===== src/rtl/memory_arbiter.sv =====
// memory_arbiter: accepts instruction and data requests and serialises them
// onto one shared RAM port. Each granted request completes with a
// single-cycle iHit or dHit pulse. The load data is held in registers until
// the next matching hit.
//
// Ports:
//   CLK, nRST           clock (rising edge), asynchronous active-low reset
//   iRen, iaddr         instruction read request (level) and its address
//   dRen, dWen, daddr   data read / write request (level) and its address
//   dstore              data to write
//   iHit, dHit          one-cycle completion pulses
//   iload, dload        instruction word / load data, held between hits
//   ram_ren, ram_wen    RAM read / write strobes (held while BUSY)
//   ram_addr, ram_store RAM address and write data (latched at grant)
//   ram_load, ram_ready RAM read data and access-complete handshake
//   mem_err             sticky flag, set when a RAM access times out
module memory_arbiter #(
   parameter int ADDR_W  = 32,
   parameter int DATA_W  = 32,
   parameter int TIMEOUT = 16
) (
   input  logic              CLK,
   input  logic              nRST,
   input  logic              iRen,
   input  logic              dRen,
   input  logic              dWen,
   input  logic [ADDR_W-1:0] iaddr,
   input  logic [ADDR_W-1:0] daddr,
   input  logic [DATA_W-1:0] dstore,
   output logic              iHit,
   output logic              dHit,
   output logic [DATA_W-1:0] iload,
   output logic [DATA_W-1:0] dload,
   output logic              ram_ren,
   output logic              ram_wen,
   output logic [ADDR_W-1:0] ram_addr,
   output logic [DATA_W-1:0] ram_store,
   input  logic [DATA_W-1:0] ram_load,
   input  logic              ram_ready,
   output logic              mem_err
);

   typedef enum logic [1:0] {
      IDLE = 2'd0,
      BUSY = 2'd1,
      RESP = 2'd2
   } state_t;

   typedef enum logic [1:0] {
      OP_RD_I = 2'd0,
      OP_RD_D = 2'd1,
      OP_WR_D = 2'd2
   } op_t;

   // The counter only has to reach TIMEOUT-1. The timeout fires on the
   // TIMEOUT-th edge that samples ram_ready low.
   localparam int CNT_W = (TIMEOUT > 1) ? $clog2(TIMEOUT + 1) : 1;
   localparam logic [CNT_W-1:0] CNT_LAST = (TIMEOUT > 0) ? CNT_W'(TIMEOUT - 1) : '0;
   localparam bit TO_EN = (TIMEOUT != 0);

   state_t           state;
   op_t              op;
   logic             last_data;
   logic [CNT_W-1:0] cnt;

   logic data_req;
   logic any_req;
   logic grant_i;
   op_t  op_next;

   // Request arbitration. Data normally wins. The instruction side wins
   // right after a data transaction, so that data traffic cannot starve
   // fetch. If dRen and dWen are both high, the request is a write.
   always_comb begin
      data_req = dRen | dWen;
      any_req  = iRen | data_req;
      grant_i  = iRen & (~data_req | last_data);
      op_next  = OP_RD_D;
      if (grant_i) begin
         op_next = OP_RD_I;
      end else if (dWen) begin
         op_next = OP_WR_D;
      end else begin
         op_next = OP_RD_D;
      end
   end

   // Transaction FSM. The RAM strobes, hit pulses and load registers are all
   // driven from this block, so every output is registered.
   always_ff @(posedge CLK or negedge nRST) begin
      if (!nRST) begin
         state     <= IDLE;
         op        <= OP_RD_I;
         last_data <= 1'b0;
         cnt       <= '0;
         iHit      <= 1'b0;
         dHit      <= 1'b0;
         iload     <= '0;
         dload     <= '0;
         ram_ren   <= 1'b0;
         ram_wen   <= 1'b0;
         ram_addr  <= '0;
         ram_store <= '0;
         mem_err   <= 1'b0;
      end else begin
         case (state)
            IDLE: begin
               iHit <= 1'b0;
               dHit <= 1'b0;
               if (any_req) begin
                  op        <= op_next;
                  ram_addr  <= grant_i ? iaddr : daddr;
                  ram_store <= dstore;
                  ram_ren   <= (op_next != OP_WR_D);
                  ram_wen   <= (op_next == OP_WR_D);
                  cnt       <= '0;
                  state     <= BUSY;
               end else begin
                  ram_ren <= 1'b0;
                  ram_wen <= 1'b0;
               end
            end
            BUSY: begin
               if (ram_ready || (TO_EN && (cnt == CNT_LAST))) begin
                  // Completion path. On a timeout the read returns zero and
                  // the error flag latches.
                  ram_ren <= 1'b0;
                  ram_wen <= 1'b0;
                  state   <= RESP;
                  if (!ram_ready) begin
                     mem_err <= 1'b1;
                  end else begin
                     mem_err <= mem_err;
                  end
                  case (op)
                     OP_RD_I: begin
                        iload <= ram_ready ? ram_load : '0;
                        iHit  <= 1'b1;
                     end
                     OP_RD_D: begin
                        dload <= ram_ready ? ram_load : '0;
                        dHit  <= 1'b1;
                     end
                     default: begin
                        dHit <= 1'b1;
                     end
                  endcase
               end else begin
                  cnt <= cnt + CNT_W'(1);
               end
            end
            RESP: begin
               iHit      <= 1'b0;
               dHit      <= 1'b0;
               last_data <= (op != OP_RD_I);
               state     <= IDLE;
            end
            default: begin
               iHit    <= 1'b0;
               dHit    <= 1'b0;
               ram_ren <= 1'b0;
               ram_wen <= 1'b0;
               state   <= IDLE;
            end
         endcase
      end
   end

endmodule


===== config.mk =====
export PLATFORM = sky130hd
export DESIGN_NAME = memory_arbiter
export DESIGN_NICKNAME = d
export VERILOG_FILES = /design/src/rtl/memory_arbiter.sv
export SDC_FILE = /design/constraint.sdc
export NUM_CORES = 1
export LEC_CHECK = 0
export ABC_CLOCK_PERIOD_IN_PS = 2950
export CAP_MARGIN = 20
export CORE_MARGIN = 3
export CORE_UTILIZATION = 44
export CTS_BUF_LIST = sky130_fd_sc_hd__clkbuf_2
export DETAILED_ROUTE_END_ITERATION = 6
export PLACE_DENSITY = 0.83
export SKIP_CTS_REPAIR_TIMING = 1
export SYNTH_ARGS = -nofsm -noshare
export SYNTH_HDL_FRONTEND = slang
export SYNTH_SLANG_ARGS = --single-unit
export TNS_END_PERCENT = 30

===== constraint.sdc =====
create_clock -name CLK -period 2.95 [get_ports CLK]
set_input_delay 0.7375 -clock CLK [delete_from_list [all_inputs] [get_ports CLK]]
set_output_delay 0.7375 -clock CLK [all_outputs]
set_load 0.03 [all_outputs]

==> results of run 1 <==
-- state kept, by name, indices dropped and copies added, names as in the netlist, 2 cells and up --
| name | flops |
|---|---|
| iload | 32 |
| op | 2 |
| cnt | 5 |
| dload | 32 |
| state | 2 |
| ram_addr | 32 |
| ram_store | 32 |
-- logic make-up after synthesis --
logic type	count (synthesis)	synth area share
simple gates	89	0.0869
mux	101	0.186
buf+inv	43	0.0329
flops	143	0.587
fa+ha+maj	2	0.00411
compound gates	112	0.103
-- synth_stat cells, types with 2 or more instances --
| cell | number |
|---|---|
| and2_1 | 32 |
| clkbuf_1 | 22 |
| buf_4 | 6 |
| nor2_1 | 6 |
| mux2_2 | 93 |
| buf_2 | 7 |
| nand2_1 | 4 |
| a21oi_1 | 35 |
| or3_1 | 3 |
| buf_1 | 3 |
| mux2i_1 | 2 |
| a31oi_1 | 32 |
| mux2_1 | 6 |
| ha_1 | 2 |
| dfrtp_1 | 143 |
| nand3_1 | 35 |
| o21ai_0 | 37 |
| inv_1 | 4 |
-- worst paths after layout --
path / slack (ns) / start / to / depth (start not counted)
setup / recovery: 0.38 / ram_wen / ram_wen / 1
hold reg to reg: 0.50 / iHit / iHit / 1
hold / removal: 0.50 / iHit / iHit / 1
max in group asynchronous: 1.64 / nRST / iload[2] / 3
min in group asynchronous: 0.60 / nRST / ram_wen / 2
setup reg to reg: 0.61 / cnt[0] / cnt[4] / 6
-- stage by stage --
stage,cells,util
after floorplan,490,-
after global placement,908,0.669
after detailed placement,908,0.669
after CTS,940,0.688
after global routing,944,0.689
final,944,0.689
-- power groups by stage --
stage | sequential (mW) | clock [mW] | combinational (mW)
CTS | 3.36 | 1.19 | 5.45
global placement | 3.35 | 0 | 5.34
global route | 3.46 | 1.30 | 5.71
detailed placement | 3.40 | 0 | 5.45
floorplan | 4.91 | 0 | 1.52
finish | 3.35 | 1.16 | 5.41
-- layout make-up --
| type | count | area (sq um) |
|---|---|---|
| multi-input cells | 304 | 2330 |
| repair buffers | 282 | 2840 |
| flip-flops and latches | 143 | 3580 |
| diodes | 3 | 7.51 |
| clock buffers | 18 | 90.1 |
| inverters | 4 | 15.0 |
| fillers | 974 | 4170 |
| well taps | 176 | 220 |
| clock inverters | 14 | 158 |
-- metal layers --
metal / track usage / up-vias / routed length, um
met3: 0.0827 / 17 / 1810
met1: 0.269 / 2450 / 6550
li1: - / 2289 / -
met5: 0 / - / 0
met2: 0.377 / 267 / 8610
met4: 0.0637 / 0 / 242
==> results.py, run 1 <==
metrics = {
    "die": {
        "dieArea_sq_mm": 0.0153,
        "pin_count": 267,
        "core-area_sq_mm": 0.0134,
        "rows": 42,
        "die_h_um": 124,
        "start_util": 0.455,
        "fp.dieW_um": 124,
    },
    "setup_path": {
        "critical_path.slowest_cell": "clkdlybuf4s50_1",
        "endpoint_kind": "primary output",
        "arrival_ns": 1.83,
        "crit_path_max_incr_delay_ns": 0.73,
        "crit_required_ns": 2.21,
        "critPathLaunchType": "flip-flop",
        "critPathKind": "flip-flop to primary output",
        "path_max_fanout": 3,
        "cp_cell_sequence": "clkdlybuf4s50_1",
        "crit_family": "buffers and inverters",
        "cp_num_buf_inv": 1,
    },
    "grt": {
        "grt_util_all_layers": 0.224,
        "grt_max_degree": 68,
        "grt_pass1_vias": 5169,
        "grt_first_pass_wirelength_mm": 26.5,
        "grt_overflow_total": 0,
        "antenna_found_initial": 1,
    },
    "power_and_ir_drop": {
        "seqPwrFrac": 0.337,
        "power_mw": 9.92,
        "pwr-share-comb": 0.546,
        "pwr-share-clk": 0.117,
        "p_switching_mw": 4.28,
        "p_int_mw": 5.64,
        "swShare": 0.431,
        "p_leak_nw": 3.84,
        "ir_worst_vdd_mv": 0.563,
        "power-per-cell-area_mw_per_mm2": 1070,
    },
    "layout": {
        "final_common_cell": "clkdlybuf4s50_1",
        "fin_nets": 888,
        "area_growth_pct": 51.5,
        "drive_above_1_share": 0.193,
        "fin_area_sq_mm": 0.00923,
        "final_cell_mix": "clkdlybuf4s50_1 (265), dfrtp_1 (143), mux2_2 (93)",
    },
    "sta": {
        "min_period_over_period": 0.871,
        "maxSlewHeadroom": 0.415,
        "max_freq_mhz": 389,
        "setup_viol": 0,
        "tns_ns": 0,
        "hold_ws_ns": 0.503,
        "skew_ns": 0.0306,
        "maxSlewViolCount": 0,
        "tightestPinTransition_ns": 0.876,
        "grt_setup_unrepaired": "no",
        "worst_slack_ns": 0.381,
        "finalHoldViolCount": 0,
        "period_needed_ns": 2.57,
    },
    "detailed_routing": {
        "postRouteWirelength_mm": 17.2,
        "ant_nets": 0,
        "drc": 0,
        "dr.pass1.iters": 6,
        "wl_per_cell_um": 18.2,
        "viasPerCell": 5.32,
        "drt-initial-drc-count": 280,
        "vias": 5023,
    },
    "yosys": {
        "syn_area_sq_mm": 0.00609,
        "syn_nets": 626,
        "ys_seq_elements": 143,
        "yosys_warnings": 0,
        "synth_top_area_frac": 0.587,
        "synth_area_leaders": "dfrtp_1 (59%), mux2_2 (17%), a31oi_1 (3.3%)",
        "synth_edf_count": 0,
        "synth_top_area_cell": "dfrtp_1",
        "synth-main-ff-cell": "dfrtp_1",
        "async_reset_ff_frac": 1.00,
        "ys_seq_area_frac": 0.587,
        "synthCells": 490,
        "syn_avg_cell_area_sq_um": 12.4,
        "ys_types": 36,
    },
    "worst_hold_path": {
        "hp-class": "flip-flop to flip-flop",
    },
    "clocking": {
        "cts_made_buffers": 17,
        "root_buffer": "clkbuf_2",
        "clkSinkCount": 143,
        "cts_buffer_depth": 2,
        "cts_tree": "yes",
        "clk_latency_ns": 0.68,
        "path_clk_slew_ns": 0.24,
        "h-tree-depth": 4,
    },
    "place": {
        "placed_area_sq_mm": 0.00897,
        "gp_congestion": 0.910,
        "dp_worst_setup_slack_ns": 0.0664,
        "dp_hpwl_mm": 12.7,
        "port_buffers": 266,
    },
    "status": {
        "status": "completed",
    },
    "run": {
        "drv_cap": 0,
    },
}
Note: power is estimated with default switching activity, not from simulation.
==> run 2, diff against run 1 <==
--- a/config.mk
+++ b/config.mk
@@ -5,7 +5,7 @@
 export SDC_FILE = /design/constraint.sdc
 export NUM_CORES = 1
 export LEC_CHECK = 0
-export ABC_CLOCK_PERIOD_IN_PS = 2950
+export ABC_CLOCK_PERIOD_IN_PS = 2500
 export CAP_MARGIN = 20
 export CORE_MARGIN = 3
 export CORE_UTILIZATION = 44
==> constraint.sdc (replaced) <==
create_clock -name CLK -period 2.5 [get_ports CLK]
set_input_delay 0.625 -clock CLK [delete_from_list [all_inputs] [get_ports CLK]]
set_output_delay 0.625 -clock CLK [all_outputs]
set_load 0.03 [all_outputs]
==> run 2 against run 1 <==
Compared with the run above: die area stayed put; count of clock-buffer cells in the layout stayed put; flip-flop and latch count stayed put; largest cell class unchanged; worst hold slack worse by 0.045 ns; largest power group unchanged; cell area is 0.70% higher; routed wire length is 0.71% lower; critical endpoint is now ram_addr[18]; power is 19% higher; core utilization is 0.49 points higher; highest routed layer is now met5; sequential power is 18% higher; via count is 0.60% higher.
==> results.py, run 2 (synthesis results as in run 1) <==
metrics = {
    "detailed_routing": {
        "dr.pass1.iters": 5,
        "vias": 5053,
        "wl_per_cell_um": 18.1,
        "drt-initial-drc-count": 298,
        "drc": 0,
        "ant_nets": 0,
        "postRouteWirelength_mm": 17.1,
        "viasPerCell": 5.34,
    },
    "sta": {
        "setup_viol": 0,
        "grt_setup_unrepaired": "no",
        "maxSlewHeadroom": 0.690,
        "maxSlewViolCount": 0,
        "period_needed_ns": 2.41,
        "skew_ns": 0.0407,
        "tightestPinTransition_ns": 0.465,
        "min_period_over_period": 0.964,
        "max_freq_mhz": 415,
        "hold_ws_ns": 0.457,
        "finalHoldViolCount": 0,
    },
    "clocking": {
        "root_buffer": "clkbuf_2",
        "clk_latency_ns": 0.65,
        "cts_made_buffers": 17,
        "cts_buffer_depth": 2,
        "clkSinkCount": 143,
        "cts_tree": "yes",
        "h-tree-depth": 4,
        "path_clk_slew_ns": 0.22,
    },
    "setup_path": {
        "arrival_ns": 1.78,
        "crit_start": "ram_addr[18]",
        "crit_path_max_incr_delay_ns": 0.70,
        "endpoint": "ram_addr[18]",
        "critPathKind": "flip-flop to primary output",
        "r2r-start": "cnt[0]",
        "critical_path.slowest_cell": "clkdlybuf4s50_1",
        "critPathLaunchType": "flip-flop",
        "crit_cells": 1,
        "cp_num_buf_inv": 1,
        "crit_required_ns": 1.88,
        "cp_cell_sequence": "clkdlybuf4s50_1",
        "r2r_slack_ns": 0.28,
        "endpoint_kind": "primary output",
        "reg2reg_depth": 6,
        "r2r-end": "cnt[4]",
        "path_max_fanout": 2,
        "crit_family": "buffers and inverters",
    },
    "die": {
        "pin_count": 267,
        "die_h_um": 124,
        "rows": 42,
        "dieArea_sq_mm": 0.0153,
        "core-area_sq_mm": 0.0134,
        "fp.dieW_um": 124,
        "start_util": 0.455,
    },
    "worst_hold_path": {
        "hp-class": "input pin to asynchronous set/reset pin",
    },
    "layout": {
        "fill_cells": 948,
        "final_cell_mix": "clkdlybuf4s50_1 (257), dfrtp_1 (143), mux2_2 (93)",
        "seq_area_sq_mm": 0.00358,
        "multi_input_area_sq_mm": 0.00233,
        "area_growth_pct": 52.6,
        "final_common_cell": "clkdlybuf4s50_1",
        "fin_nets": 892,
        "drive_above_1_share": 0.195,
    },
    "place": {
        "port_buffers": 266,
        "gp_congestion": 0.866,
        "dp_hpwl_mm": 12.9,
    },
    "grt": {
        "grt_max_degree": 56,
        "grt_util_all_layers": 0.223,
        "grt_overflow_total": 0,
        "grt_pass1_vias": 5261,
        "grt_first_pass_wirelength_mm": 26.5,
        "antenna_found_initial": 0,
    },
    "power_and_ir_drop": {
        "p_leak_nw": 3.93,
        "power_mw": 11.8,
        "power-per-cell-area_mw_per_mm2": 1270,
        "ir_worst_vdd_mv": 0.736,
    },
    "run": {
        "drv_cap": 0,
    },
    "status": {
        "status": "completed",
    },
}
==> run 2: metrics by stage <==
step           instances  setup WS (ns)  setup TNS (ns)  cell area (sq um)   util
2_1_floorplan        490          0.416               0               6090      -
3_3_place_gp         912          0.144               0               9010  0.672
3_5_place_dp         912         0.0699               0               9010  0.672
4_1_cts              944        -0.0174         -0.0229               9270  0.691
5_1_grt              945        0.00139               0               9300  0.694
6_report             946         0.0905               0               9300  0.694
==> run 2: worst register-to-register path, stage by stage, from the launching register on <==
cell     delay (ns)
dfrtp_1        0.45
ha_1           0.22
and3_1         0.15
ha_1           0.21
or4b_1         0.58
o31ai_1        0.18
mux2_1         0.36
==> run 2: final cells by class <==
type                       count  share of cell area
antenna                        1            0.000269
clock buffer                  18             0.00969
clock inverter                14              0.0178
inverter                       4             0.00161
multi-input combinational    304               0.250
sequential                   143               0.385
tap                          176              0.0237
timing repair buffer         286               0.312
==> run 2: how the worst min path moves through the flow <==
stage                endpoint  cells past startpoint    start  slack, ns
finish              dload[15]                      2     nRST       0.46
detailed placement    mem_err                      1  mem_err       0.46
floorplan              cnt[0]                      0     nRST       0.33
global placement      mem_err                      1  mem_err       0.45
CTS                  iload[6]                      1     nRST      -0.18
global route        dload[15]                      2     nRST       0.39
==> run 2: power breakdown <==
| part | switching, mW | internal (mW) | total, mW | leakage [nW] |
|---|---|---|---|---|
| clock | 0.832 | 0.559 | 1.39 | 0.146 |
| combinational | 3.54 | 2.88 | 6.42 | 2.03 |
| sequential | 0.638 | 3.32 | 3.95 | 1.76 |
==> run 2: routing by layer <==
layer | part of all wire | track usage
met1 | 0.37 | 0.266
met2 | 0.49 | 0.374
met3 | 0.10 | 0.0695
met4 | 0.026 | 0.0900
met5 | 0.0033 | 0
==> run 3, diff against run 2 <==
--- a/config.mk
+++ b/config.mk
@@ -7,7 +7,6 @@
 export LEC_CHECK = 0
 export ABC_CLOCK_PERIOD_IN_PS = 2500
 export CAP_MARGIN = 20
-export CORE_MARGIN = 3
 export CORE_UTILIZATION = 44
 export CTS_BUF_LIST = sky130_fd_sc_hd__clkbuf_2
 export DETAILED_ROUTE_END_ITERATION = 6
==> run 3 against run 2 <==
Compared with the run above: core utilization rose by 1.2 points; worst hold slack lost 0.43 ns; register-to-register slack lost 0.07 ns; clock power rose by 11%; via count decreased by 1.7%; setup slack improved by 0.031 ns; routed wire length shrank 3.4%; sequential share of layout area fell by 0.67 points; flip-flop and latch count stayed put; critical path depth unchanged.
==> results.py, run 3 (synthesis results as in run 1) <==
metrics = {
    "detailed_routing": {
        "ant_nets": 0,
        "viasPerCell": 5.28,
        "drt-initial-drc-count": 244,
        "dr.pass1.iters": 5,
        "wl_per_cell_um": 17.5,
        "postRouteWirelength_mm": 16.5,
        "drc": 0,
        "vias": 4965,
    },
    "clocking": {
        "root_buffer": "clkbuf_2",
        "cts_tree": "yes",
        "clkSinkCount": 143,
        "cts_buffer_depth": 2,
        "h-tree-depth": 4,
        "path_clk_slew_ns": 0.18,
        "cts_made_buffers": 17,
        "clk_latency_ns": 0.68,
    },
    "setup_path": {
        "path_max_fanout": 2,
        "endpoint_kind": "primary output",
        "r2r-start": "cnt[0]",
        "crit_cells": 1,
        "reg2reg_depth": 6,
        "r2r_slack_ns": 0.21,
        "crit_family": "buffers and inverters",
        "critPathLaunchType": "flip-flop",
        "cp_cell_sequence": "clkdlybuf4s50_1",
        "critPathKind": "flip-flop to primary output",
        "crit_path_max_incr_delay_ns": 0.68,
        "crit_required_ns": 1.88,
        "critical_path.slowest_cell": "clkdlybuf4s50_1",
        "arrival_ns": 1.75,
        "cp_num_buf_inv": 1,
        "r2r-end": "cnt[4]",
    },
    "layout": {
        "area_growth_pct": 55.3,
        "fin_cells": 941,
        "final_cell_mix": "clkdlybuf4s50_1 (191), dfrtp_1 (143), mux2_2 (93)",
        "final_util": 0.706,
        "n_antenna_cell": 0,
        "final_common_cell": "clkdlybuf4s50_1",
        "drive_above_1_share": 0.192,
        "fin_nets": 888,
    },
    "grt": {
        "top_usage_layer": "met2",
        "grt_overflow_total": 0,
        "met1_usage": 0.277,
        "grt_first_pass_wirelength_mm": 26.4,
        "met2_usage": 0.418,
        "antenna_found_initial": 0,
        "grt_util_all_layers": 0.239,
        "grtUsageMet3": 0.0737,
        "grt_max_degree": 144,
        "grt_pass1_vias": 5180,
    },
    "sta": {
        "finalHoldViolCount": 0,
        "max_freq_mhz": 420,
        "tns_ns": 0,
        "worst_slack_ns": 0.122,
        "tightestPinTransition_ns": 0.735,
        "min_period_over_period": 0.951,
        "period_needed_ns": 2.38,
        "skew_ns": 0.0215,
        "maxSlewViolCount": 0,
        "maxSlewHeadroom": 0.510,
        "grt_setup_unrepaired": "no",
        "setup_viol": 0,
    },
    "power_and_ir_drop": {
        "power-per-cell-area_mw_per_mm2": 1240,
        "ir_worst_vdd_mv": 0.573,
        "p_leak_nw": 4.70,
    },
    "die": {
        "start_util": 0.455,
        "fp.dieW_um": 120,
        "rows": 42,
        "core-area_sq_mm": 0.0134,
        "die_h_um": 120,
        "pin_count": 267,
        "dieArea_sq_mm": 0.0143,
    },
    "place": {
        "port_buffers": 266,
        "dp.cells": 909,
        "dp_hpwl_mm": 11.7,
        "gp_congestion": 0.794,
        "dp_worst_setup_slack_ns": 0.0189,
    },
    "status": {
        "status": "completed",
    },
    "run": {
        "drv_cap": 0,
    },
    "worst_hold_path": {
        "hp-class": "input pin to asynchronous set/reset pin",
    },
}
-- run 3: layout make-up --
| type | count | area, sq um |
|---|---|---|
| inverters | 4 | 15.0 |
| fillers | 946 | 3940 |
| clock inverters | 13 | 194 |
| repair buffers | 282 | 3030 |
| well taps | 176 | 220 |
| flip-flops and latches | 143 | 3580 |
| multi-input cells | 304 | 2330 |
| clock buffers | 19 | 95.1 |
-- run 3: report_power, final --
group | switching [mW] | total [mW] | leakage (nW) | internal [mW]
Sequential | 0.601 | 3.92 | 1.76 | 3.32
Clock | 0.789 | 1.54 | 0.173 | 0.753
Combinational | 3.51 | 6.31 | 2.77 | 2.80
Total | 4.90 | 11.8 | 4.70 | 6.87
-- run 3: stage by stage --
| stage | hold WS (ns) | power, mW | area, sq um |
|---|---|---|---|
| 2_1_floorplan | 0.329 | 7.59 | 6090 |
| 3_3_place_gp | 0.461 | 10.2 | 8990 |
| 3_5_place_dp | 0.461 | 10.4 | 8990 |
| 4_1_cts | -0.0314 | 12.0 | 9280 |
| 5_1_grt | 0.0112 | 12.4 | 9460 |
| 6_report | 0.0309 | 11.8 | 9460 |
-- run 3: worst max-delay path by stage --
stage                  from            to  slack, ns
2_1_floorplan        cnt[0]        cnt[4]       0.42
5_1_grt           dload[29]     dload[29]     0.0002
3_5_place_dp      ram_ready        cnt[4]       0.02
4_1_cts        ram_addr[21]  ram_addr[21]      -0.09
6_report          dload[28]     dload[28]       0.12
3_3_place_gp      ram_ready        cnt[4]        0.1
-- run 3: routing by layer --
metal  vias up  part of all wire
met5         -                 0
met4         0             0.012
met3        15             0.078
met2       230              0.52
met1      2429              0.39
li1       2291                 -
